File: src/rtl/serial_add_sub_if.sv
// rtl/serial_add_sub_if.sv - operand/result handshake bundle for serial_add_sub
interface serial_add_sub_if #(
  parameter int WIDTH = 8
);
  logic             in_valid;
  logic             in_ready;
  logic [WIDTH-1:0] a;
  logic [WIDTH-1:0] b;
  logic             sub;
  logic             out_valid;
  logic             out_ready;
  logic [WIDTH-1:0] result;
  logic             carry_out;
  logic             overflow;

  modport slave (
    input  in_valid, a, b, sub, out_ready,
    output in_ready, out_valid, result, carry_out, overflow
  );

  modport master (
    output in_valid, a, b, sub, out_ready,
    input  in_ready, out_valid, result, carry_out, overflow
  );
endinterface

File: src/rtl/serial_add_sub.sv
// rtl/serial_add_sub.sv - bit-serial adder/subtractor, LSB first, one bit per clock
// Optional feature macro: SERIAL_ADD_SUB_OVERFLOW_EN (signed overflow output)
module serial_add_sub #(
  parameter int WIDTH = 8
) (
  input  logic             clk,
  input  logic             rst,
  serial_add_sub_if.slave  bus
);
  localparam int CW = (WIDTH > 1) ? $clog2(WIDTH) : 1;
  localparam logic [CW-1:0] LAST = CW'(WIDTH - 1);

  typedef enum logic [1:0] {IDLE, RUN, DONE} state_t;

  state_t           state_q, state_d;
  logic [WIDTH-1:0] sa_q, sa_d;
  logic [WIDTH-1:0] sb_q, sb_d;
  logic [WIDTH-1:0] res_q, res_d;
  logic [CW-1:0]    cnt_q, cnt_d;
  logic             c_q, c_d;
  logic             cout_q, cout_d;
  logic             sum_bit;
  logic             carry_next;
  logic             in_ready_c;
  logic             out_valid_c;
`ifdef SERIAL_ADD_SUB_OVERFLOW_EN
  logic             msb_cin_q, msb_cin_d;
`endif

  always_ff @(posedge clk) begin
    if (rst) begin
      state_q <= IDLE;
      sa_q    <= '0;
      sb_q    <= '0;
      res_q   <= '0;
      cnt_q   <= '0;
      c_q     <= 1'b0;
      cout_q  <= 1'b0;
`ifdef SERIAL_ADD_SUB_OVERFLOW_EN
      msb_cin_q <= 1'b0;
`endif
    end else begin
      state_q <= state_d;
      sa_q    <= sa_d;
      sb_q    <= sb_d;
      res_q   <= res_d;
      cnt_q   <= cnt_d;
      c_q     <= c_d;
      cout_q  <= cout_d;
`ifdef SERIAL_ADD_SUB_OVERFLOW_EN
      msb_cin_q <= msb_cin_d;
`endif
    end
  end

  always_comb begin
    state_d     = state_q;
    sa_d        = sa_q;
    sb_d        = sb_q;
    res_d       = res_q;
    cnt_d       = cnt_q;
    c_d         = c_q;
    cout_d      = cout_q;
`ifdef SERIAL_ADD_SUB_OVERFLOW_EN
    msb_cin_d   = msb_cin_q;
`endif
    in_ready_c  = 1'b0;
    out_valid_c = 1'b0;
    sum_bit     = sa_q[0] ^ sb_q[0] ^ c_q;
    carry_next  = (sa_q[0] & sb_q[0]) | (sa_q[0] & c_q) | (sb_q[0] & c_q);

    case (state_q)
      IDLE: begin
        in_ready_c = ~rst;
        if (bus.in_valid) begin
          // Subtraction is A + ~B + 1: the +1 enters as the initial carry.
          sa_d    = bus.a;
          sb_d    = bus.sub ? ~bus.b : bus.b;
          c_d     = bus.sub;
          cnt_d   = '0;
          state_d = RUN;
        end
      end
      RUN: begin
        c_d   = carry_next;
        sa_d  = sa_q >> 1;
        sb_d  = sb_q >> 1;
        res_d = {sum_bit, res_q[WIDTH-1:1]};
        if (cnt_q == LAST) begin
          cout_d  = carry_next;
`ifdef SERIAL_ADD_SUB_OVERFLOW_EN
          msb_cin_d = c_q;
`endif
          state_d = DONE;
        end else begin
          cnt_d = cnt_q + CW'(1);
        end
      end
      DONE: begin
        out_valid_c = ~rst;
        if (bus.out_ready) begin
          state_d = IDLE;
        end
      end
      default: state_d = IDLE;
    endcase
  end

  assign bus.in_ready  = in_ready_c;
  assign bus.out_valid = out_valid_c;
  assign bus.result    = res_q;
  assign bus.carry_out = cout_q;
`ifdef SERIAL_ADD_SUB_OVERFLOW_EN
  assign bus.overflow  = msb_cin_q ^ cout_q;
`else
  assign bus.overflow  = 1'b0;
`endif
endmodule

File: src/flat_wrapper.sv
// flat-port wrapper written by rule: the top's interface ports become plain ports
module serial_add_sub_flat 
#(
  parameter int WIDTH = 8
)
  (clk, rst, bus_in_valid, bus_a, bus_b, bus_sub, bus_out_ready, bus_in_ready, bus_out_valid, bus_result, bus_carry_out, bus_overflow);
  serial_add_sub_if #(.WIDTH(WIDTH)) bus_i ();
  input  logic clk;
  input  logic rst;
  input wire logic [$bits(bus_i.in_valid)-1:0] bus_in_valid;
  input wire logic [$bits(bus_i.a)-1:0] bus_a;
  input wire logic [$bits(bus_i.b)-1:0] bus_b;
  input wire logic [$bits(bus_i.sub)-1:0] bus_sub;
  input wire logic [$bits(bus_i.out_ready)-1:0] bus_out_ready;
  output wire logic [$bits(bus_i.in_ready)-1:0] bus_in_ready;
  output wire logic [$bits(bus_i.out_valid)-1:0] bus_out_valid;
  output wire logic [$bits(bus_i.result)-1:0] bus_result;
  output wire logic [$bits(bus_i.carry_out)-1:0] bus_carry_out;
  output wire logic [$bits(bus_i.overflow)-1:0] bus_overflow;
  assign bus_i.in_valid = bus_in_valid;
  assign bus_i.a = bus_a;
  assign bus_i.b = bus_b;
  assign bus_i.sub = bus_sub;
  assign bus_i.out_ready = bus_out_ready;
  assign bus_in_ready = bus_i.in_ready;
  assign bus_out_valid = bus_i.out_valid;
  assign bus_result = bus_i.result;
  assign bus_carry_out = bus_i.carry_out;
  assign bus_overflow = bus_i.overflow;
  serial_add_sub #(.WIDTH(WIDTH)) u_core (.clk(clk), .rst(rst), .bus(bus_i));
endmodule
File: config.mk
export PLATFORM = sky130hd
export DESIGN_NAME = serial_add_sub_flat
export DESIGN_NICKNAME = d
export VERILOG_FILES = /design/src/rtl/serial_add_sub_if.sv /design/src/rtl/serial_add_sub.sv /design/src/flat_wrapper.sv
export SDC_FILE = /design/constraint.sdc
export NUM_CORES = 1
export LEC_CHECK = 0
export CAP_MARGIN = 5
export CORE_UTILIZATION = 49
export CTS_CLUSTER_SIZE = 28
export DETAILED_ROUTE_END_ITERATION = 8
export PLACE_DENSITY = 0.78
export SLEW_MARGIN = 20
export SYNTH_ARGS = -nofsm -noshare
export SYNTH_HDL_FRONTEND = slang
export SYNTH_SLANG_ARGS = --single-unit
export TNS_END_PERCENT = 10
File: constraint.sdc
create_clock -name clk -period 1.9 [get_ports clk]
set_clock_uncertainty 0.2 [all_clocks]
set_input_delay 0.38 -clock clk [delete_from_list [all_inputs] [get_ports clk]]
set_output_delay 0.38 -clock clk [all_outputs]
set_load 0.03 [all_outputs]
==> results.tsv <==
stage	metric	value	unit
clock_network	cts_sinks	31	
final_layout	syn_to_final_growth	22.0	%
run_status	violations	negative setup slack	
timing	holdWs	0.258	ns
critical_path	end_kind	output pin	
synth	synthCells	156	
clock_network	clock_latency	0.32	ns
synth	synthFlopType	dfxtp_1	
global_route	grt_overflow_total	0	
synth	syn-num-nets	180	
floorplan	num_rows	19	
run_status	status	finished, violations left	
floorplan	initial_core_util	52.5	%
drt	wirelength	2.94	mm
clock_network	cts-buffers-inserted	5	
floorplan	dieArea	3200	sq um
critical_path	reg2reg_depth	3	
synth	synthDistinctLibCells	35	
run	cap_violations	0	
synth	synth.area.top_cells	dfxtp_1, mux2i_1, nand2_1	
timing	fmax	521	MHz
timing	period_share	101	%
clock_network	htreeDepth	2	
drt	drt-pass1-iter-count	4	
critical_path	r2r_slack	0.21	ns
synth	syn_area	1460	sq um
critical_path	crit_slowest_cell	clkdlybuf4s50_1	
synth	yosysSeqAreaShare	42.5	%
clock_network	cts_tree	yes	
placed_design	post-place-ws	-0.00341	ns
timing	tightest_slew	0.529	ns
pwr	max-vdd-ir-drop	0.532	mV
final_layout	multi_input_area	721	sq um
critical_path	crit_cells	3	
synth	yosysTopAreaCellShare	42.5	%
critical_path	worst_r2r_endpoint	u_core.sb_q[3]	
critical_path	critPathBufInv	2	
final_layout	antennaDiodeCount	0	
critical_path	cp_top_family	buffers and inverters	
drt	drtIter0Drc	23	
drt	ant_nets	0	
clock_network	post-cts-setup-buffers	0	
synth	synth-seq-cells	31	
timing	grt_setup_unrepaired	yes	
timing	hold_violations	0	
floorplan	ios	33	
final_layout	nNetsFinal	210	
clock_network	cts-resized-gates	10	
timing	setup_viol	1	
final_layout	nFillCells	231	
critical_path	cp-startpoint	rst	
timing	setup_ws	-0.0186	ns
final_layout	utilization	64.1	%
synth	synth_largest_area_cell	dfxtp_1	
critical_path	worstPathCellList	clkdlybuf4s50_1 -> nor3b_2 -> buf_4	
pwr	p_leak	0.688	nW
floorplan	coreArea	2780	sq um
critical_path	critical-path-max-stage-delay	0.50	ns
placed_design	routabilityCongestion	0.801	
placed_design	io_buffers	31	
synth	yosysWarnings	0	
critical_path	path_class	in2out	
final_layout	drive_gt1_share	13.4	%
drt	avgRoutedWirePerCell	13.5	um
final_layout	seqCellArea	622	sq um
critical_path	arrival	1.34	ns
global_route	grt_first_pass_wirelength	5.13	mm
synth	async_flop_share	0	%
global_route	grt_pass1_vias	1207	
synth	synth_edf_count	0	
global_route	grt.total_usage	20.7	%
timing	min_period	1.92	ns
clock_network	hold_buffers	0	
critical_path	critPathRequiredTime	1.32	ns
floorplan	die_x	56.6	um
placed_design	place_hpwl	2.17	mm
critical_path	r2r-start	u_core.state_q[0]	
synth	ys_top_cells_by_count	dfxtp_1, nand2_1, nor2_1	
synth	synth.most_common_cell	dfxtp_1	
global_route	antenna_found_initial	0	
drt	post-route-drc-count	0	
drt	drt-vias-per-instance	5.52	
global_route	grt_max_degree	22	
clock_network	clk_pin_slew	0.08	ns
floorplan	die_h	56.6	um
critical_path	start_kind	input pin	
clock_network	root_buffer	clkbuf_4	
timing	relSlewSlack	64.7	%
critical_path	critical_path.endpoint	bus_out_valid	
hold_path	hold_depth	2	
synth	avgSynthCellArea	9.36	sq um
hold_path	hold_class	reg2reg	
critical_path	critPathMaxFanout	4	
timing	slew_viol_final	0	
clock_network	clk_path_buf_depth	2	
pwr	pwr_density_cell	722	nW/um^2
drt	vias	1204	
placed cells by master, fill, tap and decap left out, drive strengths merged:
master	instances
a32oi	1
o21bai	1
o21ba	1
nand3	7
a31oi	3
xnor2	7
nand2	23
nor3b	1
a211oi	8
o22ai	7
dfxtp	31
xor2	1
a21oi	11
a22oi	7
buf	9
mux2i	9
nand2b	1
dlygate4sd2	9
nand3b	2
clkbuf	7
clkinv	1
fa	1
and2b	1
conb	1
nor3	2
nor2	12
inv	1
clkdlybuf4s50	20
ha	2
per-stage QoR:
| stage | setup TNS [ns] | area, sq um | instances | power [mW] |
|---|---|---|---|---|
| after floorplan | -0.243 | 1470 | 156 | 0.881 |
| after global placement | 0 | 1740 | 210 | 0.935 |
| after detailed placement | -0.00341 | 1740 | 210 | 0.947 |
| after CTS | -0.00909 | 1780 | 218 | 1.30 |
| after global routing | -0.0741 | 1780 | 218 | 1.36 |
| final | -0.0186 | 1780 | 218 | 1.29 |
sequential cells by signal (all words and copies together) (netlist names):
signal                count
u_core.bus.carry_out      1
u_core.bus.result         8
u_core.c_q                1
u_core.cnt_q              3
u_core.sa_q               8
u_core.sb_q               8
u_core.state_q            2
worst reg2reg max path: cells and delay by family (launching register included):
kind	cells	cell delay, ns
simple gates	1	0.53
compound gates	2	0.34
flops	1	0.55
where the power goes:
part	switching, mW	total [mW]	internal [mW]
registers	0.0263	0.712	0.686
logic	0.108	0.218	0.110
clock network	0.212	0.356	0.144
per-layer routing:
| layer | share of wire, % | global-route usage (%) | up-vias |
|---|---|---|---|
| met3 | 4.8 | 6.91 | 2 |
| met5 | 0 | 0 | - |
| met1 | 42 | 24.3 | 562 |
| met4 | 0.27 | 6.62 | 0 |
| met2 | 53 | 35.5 | 29 |
| li1 | - | - | 611 |
layout make-up:
class,instances,share of cell area [%]
Tap cell,31,2.18
Sequential cell,31,34.9
Clock buffer,7,2.53
Timing Repair Buffer,38,19.5
Clock inverter,1,0.281
Multi-Input combinational cell,109,40.4
Inverter,1,0.211
cells by family (layout without fill, tap and decap cells):
| group | after synthesis | after routing | synth area share [%] |
|---|---|---|---|
| AOI/OAI and AO/OA | 39 | 39 | 19.3 |
| xor gates and xnor gates | 8 | 8 | 4.80 |
| adders and majority gates | 3 | 3 | 3.08 |
| buffers and inverters | 16 | 47 | 8.82 |
| DFF | 31 | 31 | 42.5 |
| muxes | 9 | 9 | 6.17 |
| other | 1 | 1 | 0.257 |
| and+or+nand+nor | 49 | 49 | 15.1 |
how the worst min path moves through the flow:
stage | from | end
6_report | u_core.bus.result[0] | u_core.bus.result[0]
5_1_grt | u_core.bus.carry_out | u_core.bus.carry_out
4_1_cts | u_core.bus.carry_out | u_core.bus.carry_out
3_5_place_dp | u_core.bus.carry_out | u_core.bus.carry_out
3_3_place_gp | u_core.bus.result[0] | u_core.bus.result[0]
2_1_floorplan | u_core.sb_q[7] | u_core.sb_q[7]
No activity file was read; power rests on OpenSTA's default activity.
==> RTL change 1: new RTL, same settings <==
Build with the macro `SERIAL_ADD_SUB_OVERFLOW_EN` defined.
--- a/src/rtl/serial_add_sub.sv
+++ b/src/rtl/serial_add_sub.sv
@@ -1,5 +1,7 @@
 // rtl/serial_add_sub.sv - bit-serial adder/subtractor, LSB first, one bit per clock
 // Optional feature macro: SERIAL_ADD_SUB_OVERFLOW_EN (signed overflow output)
+`define SERIAL_ADD_SUB_OVERFLOW_EN
+
 module serial_add_sub #(
   parameter int WIDTH = 8
 ) (
Behaviour: not the same (Yosys sat finds a counterexample within 10 cycles, from zero or initial values and one cycle with rst high).
==> RTL change 1 against the original RTL <==
- the run ends with design-rule violations left
- wire length rose by 0.85%
- final cell count rose by 2.8%
- register-to-register slack improved by 0.09 ns
- total power rose by 20%
- worst hold slack barely moved
- utilization rose by 3.2 points
- sequential power rose by 3.1%
- sequential cell count rose by 1
- cell area rose by 7.7%
- setup slack improved by 0.11 ns
- area after synthesis rose by 5.2%
==> RTL change 1: results (changes against the original RTL) <==
metric	value	unit	change
gpl congestion	0.7301		-8.9%
top cells by count, synth	32 x dfxtp_1, 24 x nand2_1, 11 x a21oi_1, 11 x nor2_1, 9 x mux2i_1		
first-pass GRT wire length	4.995	mm	-2.6%
register area share after synthesis	41.69	%	-0.81 points
pin count of the biggest net entering global routing	33		+50%
Arrival @ worst endpoint	1.23	ns	-0.11 ns
Clk pin slew, worst setup/hold paths	0.10	ns	+0.02 ns
All-Layer GR Usage	20.18	%	-0.55 points
critical path peak fanout	3		-1
failing checks	design-rule violations		
vias post-DR	1236		+2.7%
Port Buf Inserts	32		+3.2%
share of cells above drive strength 1	16.58	%	+3.2 points
DRC Markers	3		+3
run status	complete, but fails checks		
Fill cells	226		-2.2%
placed wire-length estimate	2.138	mm	-1.5%
Yosys cell types	33		-5.7%
Lkg Pwr	0.7427	nW	+7.9%
DR iter-0 viols	80		+250%
Slew HR	73.68	%	+9.0 points
worst skew pair latency	0.34	ns	+0.02 ns
top post-synthesis cells by area	dfxtp_1 42%, a211oi_2 6.5%, mux2i_1 5.9%		
initial antenna violation count	0		unchanged
DR pass1 iterations	7		+3
Total Routed Length	2.964	mm	+0.85%
nets	216		+2.9%
Max VDD drop	476.7	uV	-10%
## RTL change 1: cells by family after synthesis
logic type                 after synthesis  synth area share [%]
xor gates and xnor gates                 9                 5.131
buffers and inverters                   17                 8.957
DFF                                     32                 41.69
and+or+nand+nor                         51                 15.55
adders and majority gates                3                 2.931
muxes                                    9                 5.863
AOI/OAI and AO/OA                       40                 19.87
## RTL change 1: power by group
group / leakage, nW / total (W) / switching [W] / internal (W)
sequential: 0.262 / 0.000734 / 0.0000269 / 0.000707
combinational: 0.429 / 0.000231 / 0.000113 / 0.000119
clock: 0.0515 / 0.000582 / 0.000232 / 0.000349
total: 0.743 / 0.00155 / 0.000372 / 0.00117
## RTL change 1: final cells by class
cell class	count	area [sq um]	share of cell area, %
well taps	31	38.79	2.021
repair buffers	40	376.6	19.62
flip-flops and latches	32	641.9	33.44
clock inverters	1	30.03	1.565
multi-input cells	112	763.2	39.77
clock buffers	7	65.06	3.390
inverters	1	3.754	0.1956
## RTL change 1: what timing repair did
| action | 4_1_cts | 5_1_grt |
|---|---|---|
| gates cloned | 0 | 0 |
| gates resized for setup | 10 | 2 |
| hold endpoints to repair | 0 | 0 |
| endpoints found under the setup margin | 10 | 2 |
| setup buffers | 0 | 0 |
## RTL change 1: path summary, 6_finish.rpt
path / from / to / slack (ns) / cells past startpoint
worst max-delay path: u_core.bus.carry_out / bus_overflow / 0.09 / 2
worst min-delay path: u_core.bus.result[0] / u_core.bus.result[0] / 0.26 / 2
worst max register to register: u_core.state_q[0] / u_core.bus.result[4] / 0.30 / 4
worst min register to register: u_core.bus.result[0] / u_core.bus.result[0] / 0.26 / 2
## RTL change 1: per-layer routing
metal / global-route usage, % / share of wire (%) / vias to the layer above
met1: 21.78 / 42 / 571
met5: 0 / 0 / -
met2: 34.48 / 51 / 33
li1: - / - / 627
met4: 9.184 / 1.8 / 0
met3: 8.259 / 5.4 / 5
## RTL change 1: through the flow
stage	cell area, sq um	hold WS, ns	std cells	worst slack [ns]	util (%)
after CTS	1917	0.2624	224	0.01409	67.19
final	1919	0.2582	224	0.08726	67.28
after floorplan	1541	0.2408	161	0.1589	-
after global routing	1919	0.2854	224	0.003196	67.28
after detailed placement	1834	0.2512	216	0.05743	64.30
after global placement	1834	0.2440	216	0.08620	64.30
## RTL change 1: critical path, cell delays in order, from the launching register on
cell,delay (ns)
dfxtp_1,0.36
xor2_1,0.15
clkdlybuf4s15_1,0.38
==> RTL change 2: new RTL, same settings <==
Without the edit above. `sa_q`, `sb_q` and `res_q` no longer have a reset.
--- a/src/rtl/serial_add_sub.sv
+++ b/src/rtl/serial_add_sub.sv
@@ -30,9 +30,6 @@
   always_ff @(posedge clk) begin
     if (rst) begin
       state_q <= IDLE;
-      sa_q    <= '0;
-      sb_q    <= '0;
-      res_q   <= '0;
       cnt_q   <= '0;
       c_q     <= 1'b0;
       cout_q  <= 1'b0;
@@ -41,9 +38,6 @@
 `endif
     end else begin
       state_q <= state_d;
-      sa_q    <= sa_d;
-      sb_q    <= sb_d;
-      res_q   <= res_d;
       cnt_q   <= cnt_d;
       c_q     <= c_d;
       cout_q  <= cout_d;
@@ -51,6 +45,12 @@
       msb_cin_q <= msb_cin_d;
 `endif
     end
+  end
+
+  always_ff @(posedge clk) begin
+    sa_q  <= sa_d;
+    sb_q  <= sb_d;
+    res_q <= res_d;
   end
 
   always_comb begin
Function: differs if rst is asserted again (counterexample within 4 cycles, from zero or initial values and one cycle with rst high); with rst held inactive, the same outputs for 10 cycles.
==> RTL change 2 against the original RTL <==
- final cell count decreased by 23%
- largest power group unchanged
- area after synthesis shrank 6.4%
- sequential cell count unchanged
- total power rose by 22%
- cell area increased by 0.42%
- wire length shrank 26%
- setup slack improved by 0.12 ns
- first-iteration DRC count shrank 61%
==> RTL change 2: results (changes against the original RTL) <==
metric	value	unit	change
run status	completed		
r2r startpoint	u_core.state_q[1]		
Lkg Pwr	0.6844	nW	-0.55%
met2 WL	997	um	-35%
top cells by count, synth	24 x edfxtp_1, 10 x o21ai_0, 9 x nand2_1, 8 x xnor2_1, 7 x dfxtp_1		
hold depth	0		-2
met2 Usage GRT	24.70	%	-11 points
top post-synthesis cells by area	edfxtp_1 53%, dfxtp_1 10%, xnor2_1 5.1%		
DR iter-0 viols	9		-61%
placed wire-length estimate	1.627	mm	-25%
placed inst area	1713	sq um	-1.4%
final setup margin	0.1028	ns	+0.1214 ns
initial core utilization	53.69	%	+1.2 points
slowest cell delay on critical path	0.45	ns	-0.05 ns
Max VDD drop	785.3	uV	+48%
metal3 WL	144	um	+2.9%
slack of the worst reg-to-reg path	0.30	ns	+0.09 ns
Hold EP	u_core.bus.result[3]		
met1 Use GR	23.06	%	-1.2 points
Total Routed Length	2.173	mm	-26%
critical path peak fanout	3		-1
R2R Path End	u_core.sb_q[5]		
met3 Use GR	7.500	%	+0.59 points
wl on met1	1.012	mm	-19%
syn nets	124		-31%
pre-CTS WS	0.09496	ns	+0.09837 ns
-- RTL change 2: layout make-up --
class / instances / area [sq um] / area share, %
Clock inverter: 2 / 35.03 / 1.958
Inverter: 2 / 7.507 / 0.4196
Sequential cell: 31 / 862.1 / 48.18
Clock buffer: 6 / 51.30 / 2.867
Multi-Input combinational cell: 60 / 439.2 / 24.55
Timing Repair Buffer: 36 / 356.6 / 19.93
Tap cell: 30 / 37.54 / 2.098
-- RTL change 2: report_power, final --
group          internal (W)  total [W]  switching (W)
Clock              0.000311   0.000527       0.000217
Combinational      0.000115   0.000221       0.000106
Sequential         0.000805   0.000825      0.0000202
Total               0.00123    0.00157       0.000343
-- RTL change 2: critical path, delay by kind of cell --
kind / cells / cell delay [ns]
buffers and inverters: 2 / 0.64
AND/OR/NAND/NOR: 1 / 0.20
-- RTL change 2: how the worst max path moves through the flow --
stage	startpoint	cells past startpoint	endpoint
final	rst	3	bus_out_valid
after global routing	rst	3	bus_out_valid
after CTS	u_core.state_q[1]	2	bus_out_valid
after detailed placement	bus_in_valid	5	u_core.c_q
after global placement	rst	3	bus_out_valid
after floorplan	rst	2	bus_out_valid
-- RTL change 2: cells by family after synthesis --
family,share of synthesized area [%]
xor gates and xnor gates,5.128
other,0.2745
DFF,63.00
and+or+nand+nor,8.792
adders and majority gates,3.296
muxes,8.791
buffers and inverters,4.852
AOI/OAI and AO/OA,5.861
-- RTL change 2: stage by stage --
stage | hold slack [ns] | cells
6_report | 0.2568 | 167
5_1_grt | 0.2780 | 167
3_3_place_gp | 0.2379 | 159
4_1_cts | 0.2609 | 167
3_5_place_dp | 0.2381 | 159
2_1_floorplan | 0.2574 | 100
